[src/rtl/inc16_unit.sv]
// inc16_unit: registered 16-bit incrementer with carry-out.
// A ripple chain of 16 half adders with the LSB carry-in tied high computes
// in_data + 1. The sum and carry are captured one cycle later when in_valid is set.
module inc16_unit (
    input  logic        clk,
    input  logic        rst_n,
    input  logic [15:0] in_data,
    input  logic        in_valid,
    output logic [15:0] out_data,
    output logic        out_carry,
    output logic        out_valid
);

    logic [15:0] s;
    logic [16:0] c;

    // Half-adder ripple chain: each stage adds the incoming carry to one operand bit.
    always_comb begin
        s    = '0;
        c    = '0;
        c[0] = 1'b1;
        for (int unsigned i = 0; i < 16; i++) begin
            s[i]     = in_data[i] ^ c[i];
            c[i + 1] = in_data[i] & c[i];
        end
    end

    // Output register: capture on valid input; otherwise hold data/carry and drop valid.
    always_ff @(posedge clk or negedge rst_n) begin
        if (!rst_n) begin
            out_data  <= '0;
            out_carry <= 1'b0;
            out_valid <= 1'b0;
        end else begin
            out_valid <= in_valid;
            if (in_valid) begin
                out_data  <= s;
                out_carry <= c[16];
            end
        end
    end

endmodule

[config.mk]
export PLATFORM = sky130hd
export DESIGN_NAME = inc16_unit
export DESIGN_NICKNAME = d
export VERILOG_FILES = /design/src/rtl/inc16_unit.sv
export SDC_FILE = /design/constraint.sdc
export NUM_CORES = 1
export LEC_CHECK = 0
export ABC_AREA = 1
export BUFFER_PORTS_ARGS = -buffer_cell sky130_fd_sc_hd__buf_2
export CORE_UTILIZATION = 42
export CTS_CLUSTER_SIZE = 16
export DETAILED_ROUTE_END_ITERATION = 10
export GPL_ROUTABILITY_DRIVEN = 0
export GPL_TIMING_DRIVEN = 0
export MAX_ROUTING_LAYER = met4
export PLACE_DENSITY = 0.83
export SLEW_MARGIN = 15
export SYNTH_ARGS = -nofsm -noshare
export SYNTH_HDL_FRONTEND = slang
export SYNTH_SLANG_ARGS = --single-unit
[constraint.sdc]
create_clock -name clk -period 0.8 [get_ports clk]
set_input_delay 0.16 -clock clk [delete_from_list [all_inputs] [get_ports clk]]
set_output_delay 0.16 -clock clk [all_outputs]
set_load 0.03 [all_outputs]
### After elaboration in Yosys (flattened, before gate mapping)

Cells that the tools add are included.

| storage, ports and cells | value |
|---|---|
| register bits after elaboration | 18 |
| output and inout bits | 18 |

| cells by class | value |
|---|---|
| bitwise logic cells | 31 |

Operator list:

| cell | count |
|---|---|
| $and 1x1->1 | 15 |
| $xor 1x1->1 | 15 |
| $not 1->1 | 1 |

### Logic depth before layout (Yosys ltp)

| logic depth | value |
|---|---|
| depth after elaboration | 15 |
| gate-level depth with buffers | 17 |

### Worst setup path after synthesis

No wires, ideal clock.

| timing path | value |
|---|---|
| path kind | input port to flip-flop |
| start point | input port in_data[0] |
| end point | register out_data[15] |
| library setup time | 118 ps |
| arrival time | 2920 ps |
| data required time | 682 ps |
| path slack | -2238 ps |
| cell stages on the path | 17 |
| path buffers | 0 |
| path through | ha_1 ha_1 ha_1 ha_1 ha_1 ha_1 ha_1 ha_1 ha_1 ha_1 ha_1 ha_1 ha_1 ha_1 ha_1 nand2_1 nand2_1 |

| on the way | value |
|---|---|
| longest elaborated chain between the ends | 15 |

Ends and longest elaborated chain:

| element | line | text |
|---|---|---|
| start, declared | 7 | `input logic [15:0] in_data,` |
| $and 1x1->1 (14 in series) | 24 | `c[i + 1] = in_data[i] & c[i];` |
| $xor 1x1->1 | 23 | `s[i] = in_data[i] ^ c[i];` |
| named net s[15] | 14 | `logic [15:0] s;` |
| end signal, assigned | 37 | `out_data <= s;` |
| end, declared | 9 | `output logic [15:0] out_data,` |

The timed path passes the listed nets, and every way through them passes these cells.
A chain may end at the register's enable or synchronous reset.

### Final worst setup path

Same ends and word-level chain as after synthesis.

==> metrics.md <==
| Metric | Value |
|---|---|
| Drt first pass iters | 3 |
| Max-cap violations | 0 |
| Worst hold path type | in2reg |
| Final setup fails | 31 |
| Synth Area in Compound Gates | 0% |
| Power Density | 1501 mW/mm² |
| Commonest non-fill, non-tap cell in the layout | nand2_1 |
| Largest net degree at the start of global routing | 19 |
| Simple-gate share of the synthesized area | 22.73% |
| Die width | 48.22 µm |
| Synth unique cells | 9 |
| Final antenna-violating net count | 0 |
| GRT Residual Overflow | 0 |
| Post-synthesis area per instance | 10.08 µm² |
| Slew Limit Fails | 0 |
| Worst r2r dst | out_data[6] |
| Share of layout cells above drive strength 1 | 60.42% |
| Peak VDD IR | 1.224 mV |
| CTS tree | done |
| Most used cell, CP | ha_4 |
| Maximum clock insertion buffer count | 2 |
| Core area | 0.001982 mm² |
| Largest family of logic cells by synthesized area | simple AND/OR/NAND/NOR gates |
| DRC Markers | 0 |
| Critical Path Sink | out_data[15] |
| Starting DRT DRC Count | 11 |
| IO Pins | 37 |
| Slew @ Worst Pin | 0.3914 ns |
| Total track usage | 23.40% |
| Diode count | 0 |
| Vias | 806 |
| Clock sink count | 18 |
| Max-slew headroom | 73.91% |
| CP Buf/Inv Count | 1 |
| Reg clk slew, reported paths | 0.11 ns |
| Site Rows | 16 |
| # port buffers | 36 |
| F_max | 398.6 MHz |
| Vias/cell | 4.713 |
| Synth area leader | dfrtp_1 |
| CP Launch Point | in_data[0] |
| Worst clock skew | 0 ns |
| Crit end category | register |
| Worst-Skew Late Latency | 0.31 ns |
| TNS Setup | -15.93 ns |
| Avg WL per Cell | 14.27 µm |
| Post-route setup slack | -1.709 ns |
| HPWL after detailed placement | 1540 µm |
| Nets | 179 |
| Flops & latches, synth | 18 |
| Critical R2R Launch | out_data[6] |
| Cell family with the largest share of critical-path delay | adder cells |
| RSZ-0062 raised after global routing | yes |
| Yosys top cell area share | 50.21% |
| TritonCTS Buffers | 3 |
| CTS H-tree lvls | 1 |
| Violated checks | setup timing |
| Status | finished with violations |
| Final hold slack | 0.07928 ns |
| Initial Util | 45.27% |
| Slowest stage cell, crit path | ha_4 |
| Fin. Hold Viols | 0 |
| P&R area growth vs syn | 78.66% |
| Leak | 0.8028 nW |
| R2R depth | 4 |
| CP arrival | 2.76 ns |
| Crit path cell chain | buf_6, ha_4, ha_4, ha_4, ha_4, ha_4, ha_4, ha_4, ha_4, ha_4, ha_4, ha_4, ha_4, ha_4, ha_4, ha_4, nand2_2, nand2_1 |
| Critical path startpoint category | primary input |
| Critical path class | in2reg |
| Vias in the first global route | 784 |
| Worst-path fanout max | 2 |
| Post-Syn Nets | 123 |
| Initial antenna violation count | 0 |
| R2R Setup Slk | -0.05 ns |
| Synth Warn # | 0 |
| Die height | 48.22 µm |
| Die ar. | 0.002325 mm² |
| First-pass GRT wire length | 3339 µm |
| Routed WL | 2440 µm |
| Top cells by area, synth | dfrtp_1 (50%), ha_1 (21%), nand2_1 (19%) |
| Mapped Area | 897.1 µm² |
| Synth Area in Adders | 20.92% |
| Post-synthesis xor/xnor area fraction | 0% |
| Period utilisation layout | 313.6% |
| Final Util | 80.87% |
| Sequential area share after synthesis | 50.21% |
| Multiplexer share of the synthesized area | 0% |
| Stages on the worst setup path | 18 |
| Root buf cell | clkbuf_4 |
| Commonest non-fill, non-tap cells in the layout | nand2_1 (36), buf_6 (21), dfrtp_1 (18) |
| Tmin final | 2.509 ns |
| Mapped Cells | 89 |
| Crit path required time | 1.06 ns |
| Critical Path Max Stage Delay | 0.26 ns |
cells by family after synthesis:
logic type,after synthesis
buffers and inverters,5
AND/OR/NAND/NOR,51
flip-flops,18
adder cells (fa/ha/maj),15
sequential cells by signal, indices dropped and copies added (netlist names):
register,cells
out_carry,1
out_data,16
out_valid,1
worst register-to-register path, stage by stage (launching register included):
cell and delay [ns]:
dfrtp_1 0.41, buf_4 0.13, buf_4 0.12, nand2_2 0.05
nand2_1 0.04
cells in the mapped netlist, drive strengths merged:
master  instances
nand2          51
ha             15
clkbuf          1
dfrtp          18
inv             2
buf             2
per-layer routing:
metal / vias to the layer above / part of all wire (%) / wire length [µm] / GRT usage (%)
li1: 392 / - / - / -
met1: 382 / 37 / 897 / 23.40
met2: 25 / 56 / 1374 / 42.67
met3: 7 / 3.5 / 85 / 3.333
met4: 0 / 3.4 / 82 / 13.33
met5: - / 0 / 0 / -
power by group:
part | internal [mW] | switching (mW)
Sequential | 0.990 | 0.0630
Clock | 0.278 | 0.309
Combinational | 0.369 | 0.396
worst min path at each step:
stage	startpoint	cells after the start	endpoint	slack, ns
2_1_floorplan	rst_n	0	out_carry	-0.14
5_1_grt	in_data[0]	4	out_data[0]	0.11
4_1_cts	in_data[0]	4	out_data[0]	0.08
3_5_place_dp	rst_n	1	out_carry	0.11
3_3_place_gp	rst_n	1	out_carry	0.11
6_report	in_data[0]	4	out_data[0]	0.08
metrics by stage:
stage	worst slack, ns	cells	cell area (µm²)	total power [mW]
global route	-1.784	171	1603	2.516
floorplan	-1.903	89	1085	1.377
detailed placement	-2.135	152	1299	1.588
CTS	-1.731	165	1543	2.336
finish	-1.709	171	1603	2.405
global placement	-2.086	152	1299	1.563
layout make-up:
type / instances / area, µm²
plain buffers: 3 / 40.04
clock buffers: 4 / 36.28
flip-flops and latches: 18 / 450.4
fillers: 114 / 379.1
inverters: 2 / 15.01
multi-input cells: 66 / 604.3
well taps: 27 / 33.78
repair buffers: 51 / 422.9
what timing repair did:
action	4_1_cts	5_1_grt
endpoints found under the setup margin	31	31
buffers inserted	7	6
gates resized for setup	42	6
pin swaps	15	3
hold buffers	2	0
hold endpoints to repair	19	0
Note: power is estimated with default switching activity, not from simulation.
